**config.mk**
```make
export PLATFORM = sky130hd
export DESIGN_NAME = fir_tap_sequencer
export DESIGN_NICKNAME = d
export VERILOG_FILES = /design/src/rtl/fir_tap_sequencer.sv
export SDC_FILE = /design/constraint.sdc
export NUM_CORES = 1
export LEC_CHECK = 0
export ABC_CLOCK_PERIOD_IN_PS = 1600
export CORE_ASPECT_RATIO = 0.8
export CORE_MARGIN = 2
export CORE_UTILIZATION = 44
export CTS_CLUSTER_DIAMETER = 40
export DETAILED_ROUTE_END_ITERATION = 10
export PLACE_DENSITY = 0.76
export RECOVER_POWER = 50
export SLEW_MARGIN = 20
export SYNTH_ARGS = -nofsm -noshare
export SYNTH_HDL_FRONTEND = slang
export SYNTH_SLANG_ARGS = --single-unit
```
**constraint.sdc**
```tcl
create_clock -name clk -period 1.6 [get_ports clk]
set_input_delay 0.32 -clock clk [delete_from_list [all_inputs] [get_ports clk]]
set_output_delay 0.32 -clock clk [all_outputs]
set_load 0.1 [all_outputs]
```
**src/rtl/fir_tap_sequencer.sv**
```systemverilog
// ---------------------------------------------------------------------------
// fir_tap_sequencer
//
// Control sequencer for an FIR delay-line / tap-select register bank.
// Each accepted input sample produces one shift-enable pulse to the delay
// line, then the tap select walks taps 0..Num_coef-1.  The MAC strobes and
// the coefficient address trail the tap select by one cycle, because the
// delay line registers the tap select before the tap data appears.
//
// Parameters
//   Num_coef     number of taps (>= 2)
//   SW           tap select / coefficient address width, ceil(log2(Num_coef))
//
// Ports
//   clk          rising-edge clock
//   rst          asynchronous active-high reset
//   sample_valid one-cycle strobe: new sample on the delay-line input
//   ce           shift enable to the delay line
//   sel          tap select to the delay line
//   coef_addr    coefficient ROM address, aligned with the tap data
//   mac_en       MAC accumulate enable
//   mac_first    first product of a sample (MAC loads instead of adding)
//   mac_last     last product of a sample
//   out_valid    one-cycle pulse: accumulator holds the finished output
//   busy         a sample is being processed
//   overrun      one-cycle pulse: a sample_valid was dropped
// ---------------------------------------------------------------------------
module fir_tap_sequencer #(
  parameter  int Num_coef = 17,
  localparam int SW       = $clog2(Num_coef)
) (
  input  logic          clk,
  input  logic          rst,
  input  logic          sample_valid,
  output logic          ce,
  output logic [SW-1:0] sel,
  output logic [SW-1:0] coef_addr,
  output logic          mac_en,
  output logic          mac_first,
  output logic          mac_last,
  output logic          out_valid,
  output logic          busy,
  output logic          overrun
);

  localparam logic [SW-1:0] LAST_TAP = SW'(Num_coef - 1);

  typedef enum logic [1:0] {
    IDLE  = 2'd0,
    SHIFT = 2'd1,
    SCAN  = 2'd2,
    DRAIN = 2'd3
  } state_t;

  state_t        state_reg;
  state_t        state_next;
  logic [SW-1:0] tap_reg;
  logic [SW-1:0] tap_next;

  logic          ce_next;
  logic [SW-1:0] sel_next;
  logic [SW-1:0] coef_addr_next;
  logic          mac_en_next;
  logic          mac_first_next;
  logic          mac_last_next;
  logic          out_valid_next;
  logic          busy_next;
  logic          overrun_next;

  // -------------------------------------------------------------------------
  // State and tap counter registers
  // -------------------------------------------------------------------------
  always_ff @(posedge clk or posedge rst) begin
    if (rst) begin
      state_reg <= IDLE;
      tap_reg   <= '0;
    end else begin
      state_reg <= state_next;
      tap_reg   <= tap_next;
    end
  end

  // -------------------------------------------------------------------------
  // Next-state logic and next values of the registered outputs.
  //
  // Delay-line side outputs (ce, sel, busy) are registered copies of the
  // *next* state so they line up with the state itself.  MAC side outputs
  // are registered copies of the *current* state, which yields the one-cycle
  // lag matching the delay line's internal sel register.
  // -------------------------------------------------------------------------
  always_comb begin
    state_next   = state_reg;
    tap_next     = tap_reg;
    overrun_next = 1'b0;

    case (state_reg)
      IDLE: begin
        if (sample_valid) begin
          state_next = SHIFT;
        end
      end

      SHIFT: begin
        // A new sample cannot be taken while the delay line is mid-sequence.
        overrun_next = sample_valid;
        tap_next     = '0;
        state_next   = SCAN;
      end

      SCAN: begin
        overrun_next = sample_valid;
        if (tap_reg == LAST_TAP) begin
          // Counter holds at the last tap; it is reloaded on the next SHIFT.
          state_next = DRAIN;
        end else begin
          tap_next = tap_reg + 1'b1;
        end
      end

      DRAIN: begin
        // Final MAC cycle; accepting here gives back-to-back operation.
        if (sample_valid) begin
          state_next = SHIFT;
        end else begin
          state_next = IDLE;
        end
      end

      default: begin
        state_next = IDLE;
      end
    endcase

    ce_next        = (state_next == SHIFT);
    sel_next       = (state_next == SCAN) ? tap_next : '0;
    busy_next      = (state_next != IDLE);

    mac_en_next    = (state_reg == SCAN);
    coef_addr_next = (state_reg == SCAN) ? tap_reg : '0;
    mac_first_next = (state_reg == SCAN) && (tap_reg == '0);
    mac_last_next  = (state_reg == SCAN) && (tap_reg == LAST_TAP);

    // Accumulator is complete the cycle after the last product.
    out_valid_next = mac_last;
  end

  // -------------------------------------------------------------------------
  // Output registers.  Reset clears mac_last as well, so an abandoned sample
  // never produces out_valid.
  // -------------------------------------------------------------------------
  always_ff @(posedge clk or posedge rst) begin
    if (rst) begin
      ce        <= 1'b0;
      sel       <= '0;
      coef_addr <= '0;
      mac_en    <= 1'b0;
      mac_first <= 1'b0;
      mac_last  <= 1'b0;
      out_valid <= 1'b0;
      busy      <= 1'b0;
      overrun   <= 1'b0;
    end else begin
      ce        <= ce_next;
      sel       <= sel_next;
      coef_addr <= coef_addr_next;
      mac_en    <= mac_en_next;
      mac_first <= mac_first_next;
      mac_last  <= mac_last_next;
      out_valid <= out_valid_next;
      busy      <= busy_next;
      overrun   <= overrun_next;
    end
  end

endmodule

```
==> results.py <==
metrics = {
    "clock_tree": {
        "htreeDepth": 1,
        "cts.sinks": 24,
        "clock_latency_ps": 330,
        "cts_tree": "yes",
        "root_buffer": "clkbuf_4",
        "cts_buffer_depth": 2,
        "path_clk_slew_ps": 130,
        "cts_inserted_buffers": 3,
    },
    "placement": {
        "post-place-ws_ps": -281,
        "numPortBuffers": 19,
        "place_area_um2": 1490,
        "place_congestion": 0.777,
        "hpwl_um": 1410,
        "dp.cells": 138,
    },
    "setup_path": {
        "cp-start-kind": "flop",
        "slowest_stage": "or4b_4",
        "arrival_ps": 1950,
        "worstRegToRegCells": 5,
        "max_stage_delay_ps": 490,
        "cp.required_ps": 1860,
        "endpoint_kind": "flop",
        "critPathMaxFanout": 3,
        "crit_chain": "inv_2 > ha_4 > or3b_4 > or4b_4 > o211ai_2",
        "crit_type": "reg -> reg",
    },
    "global_routing": {
        "met3_usage_pct": 5.62,
        "grt_use_met1_pct": 21.1,
        "grt_first_pass_wirelength_um": 3320,
        "antenna_found_initial": 0,
        "grt_use_met2_pct": 28.0,
        "grt_pass1_vias": 713,
        "grt_overflow": 0,
        "grt_max_degree": 25,
        "grt-busiest-layer": "met2",
        "grt_use_total_pct": 17.6,
    },
    "timing": {
        "fin_worst_skew_ps": 3.16,
        "hold_viol": 0,
        "period_share_pct": 106,
        "finalSetupViolations": 7,
        "drv_slew": 0,
        "rsz0062_at_grt": "yes",
        "relSlewSlack_pct": 61.7,
        "max_freq_mhz": 592,
        "fin_crit_ps": 1690,
        "worst_slew_pin_slew_ps": 575,
        "setup_slack_ps": -88.6,
    },
    "layout": {
        "area_growth_pct": 62.0,
        "num-nets-final": 128,
        "instances_no_fill": 144,
        "drive_gt1_share_pct": 46.2,
        "fin_util_pct": 75.1,
        "final_area_um2": 1610,
        "antenna_cells": 0,
    },
    "status": {
        "status": "finished, violations left",
        "violations": "negative setup slack",
    },
    "floorplan": {
        "rows": 15,
        "io_pins": 20,
        "start_util_pct": 46.4,
        "die_h_um": 46.5,
        "die_x_um": 57.1,
        "core_area_um2": 2140,
        "fp.dieArea_um2": 2650,
    },
    "run": {
        "cap_violations": 0,
    },
    "synth": {
        "synth_area_um2": 992,
        "synth_cell_type_count": 29,
        "ys_async_sr_fraction_pct": 100,
        "netlist_instances": 81,
        "synthesis.nets": 89,
        "synth_seq_area_share_pct": 60.5,
        "yosys_warnings": 0,
        "ys_ff_latch": 24,
        "synthFlopType": "dfrtp_1",
        "syn_avg_cell_area_um2": 12.2,
        "synth_edf_count": 0,
    },
    "routing": {
        "drt_wl_total_um": 2040,
        "avgViaCountPerCell": 5.19,
        "drt_pre_antenna_iters": 4,
        "drc": 0,
        "route.vias.total": 748,
        "routedWlPerCell_um": 14.2,
        "drtIter0Drc": 24,
        "final_antenna_net_count": 0,
    },
    "power_and_ir_drop": {
        "sw_frac_of_total_pct": 44.2,
        "pwr-share-seq_pct": 25.4,
        "power_density_nw_per_um2": 2150,
        "p_switching_w": 0.00153,
        "total_power_w": 0.00346,
        "p_clk_share_pct": 12.7,
        "p_int_w": 0.00193,
        "power_frac_comb_pct": 61.9,
        "vdd_drop_max_mv": 1.73,
        "power_leakage_nw": 0.734,
    },
    "worst_hold_path": {
        "hold_path_depth": 0,
        "worst_hold_path_type": "reg -> reg",
    },
}
==> cell families after synthesis <==
logic type	after synthesis	synth area share [%]
compound gates	15	10.5
xor+xnor	2	1.77
fa+ha+maj	5	6.31
buf+inv	10	4.54
flops	24	60.5
simple gates	25	16.4
==> cell usage in the layout (no fill, tap or decap), types with 3 or more instances in the layout <==
cell      Yosys  final
nand2_1       3      3
nand3_1       5      5
inv_1         7      5
and2_1        5      5
buf_4         0     17
buf_12        0     17
clkbuf_4      0      3
dfrtp_1      24     24
a21oi_1       3      3
==> area by class of cell <==
class                           count  area [um^2]
Tap cell                           25         31.3
Clock buffer                        3         22.5
Clock inverter                      1         30.0
Sequential cell                    24          601
Multi-Input combinational cell     47          404
Inverter                            7         26.3
Timing Repair Buffer               37          493
Fill cell                         158          532
==> final timing paths <==
kind	start	endpoint	slack, ps
worst max-delay path	state_reg[1]	sel[0]	-90
worst min-delay path	mac_last	out_valid	450
worst max register to register	state_reg[1]	sel[0]	-90
worst min register to register	mac_last	out_valid	450
max in group asynchronous	rst	coef_addr[2]	670
min in group asynchronous	rst	sel[0]	560
==> per-layer routing <==
layer / wire length, um / up-vias / part of all wire, %
met2: 987 / 21 / 48
met5: 0 / - / 0
met4: 45 / 0 / 2.2
met3: 111 / 5 / 5.4
li1: - / 355 / -
met1: 897 / 367 / 44
==> stage by stage <==
| step | TNS, ps | hold WS [ps] |
|---|---|---|
| 2_1_floorplan | -161 | 335 |
| 5_1_grt | -568 | 468 |
| 6_report | -218 | 455 |
| 3_5_place_dp | -1230 | 430 |
| 4_1_cts | -91.2 | 323 |
| 3_3_place_gp | -1100 | 421 |
==> synthesized netlist by cell type, drive strengths merged, types with 2 or more instances <==
cell type	instances	share of area [%]
dfrtp	24	61
and2	7	4.7
inv	7	2.6
ha	5	6.3
nand3	5	2.5
a211oi	3	2.3
a21oi	3	1.5
nand2	3	1.1
o21ai	3	1.5
clkbuf	2	0.76
o22ai	2	1.3
xnor2	2	1.8
==> critical path: cells and delay by family, from the launching register on <==
family | cells | cell delay (ps)
DFF | 1 | 440
adders and majority gates | 1 | 140
AOI/OAI and AO/OA | 1 | 80
and+or+nand+nor | 2 | 880
buffers and inverters | 1 | 90
==> repair_timing <==
item | 4_1_cts | 5_1_grt
hold endpoints to repair | 0 | 0
gates resized for setup | 3 | 9
hold buffers | 0 | 0
endpoints found under the setup margin | 1 | 8
pin swaps | 2 | 5
setup buffers | 1 | 1
==> power by group through the flow <==
stage,combinational (W),clock (W),sequential (W)
after floorplan,0.000539,0,0.00143
after global placement,0.00188,0,0.000875
after detailed placement,0.00192,0,0.000882
after global routing,0.00226,0.000474,0.000891
after CTS,0.00197,0.000452,0.000871
final,0.00214,0.000438,0.000878
(Power assumes the default switching activity.)
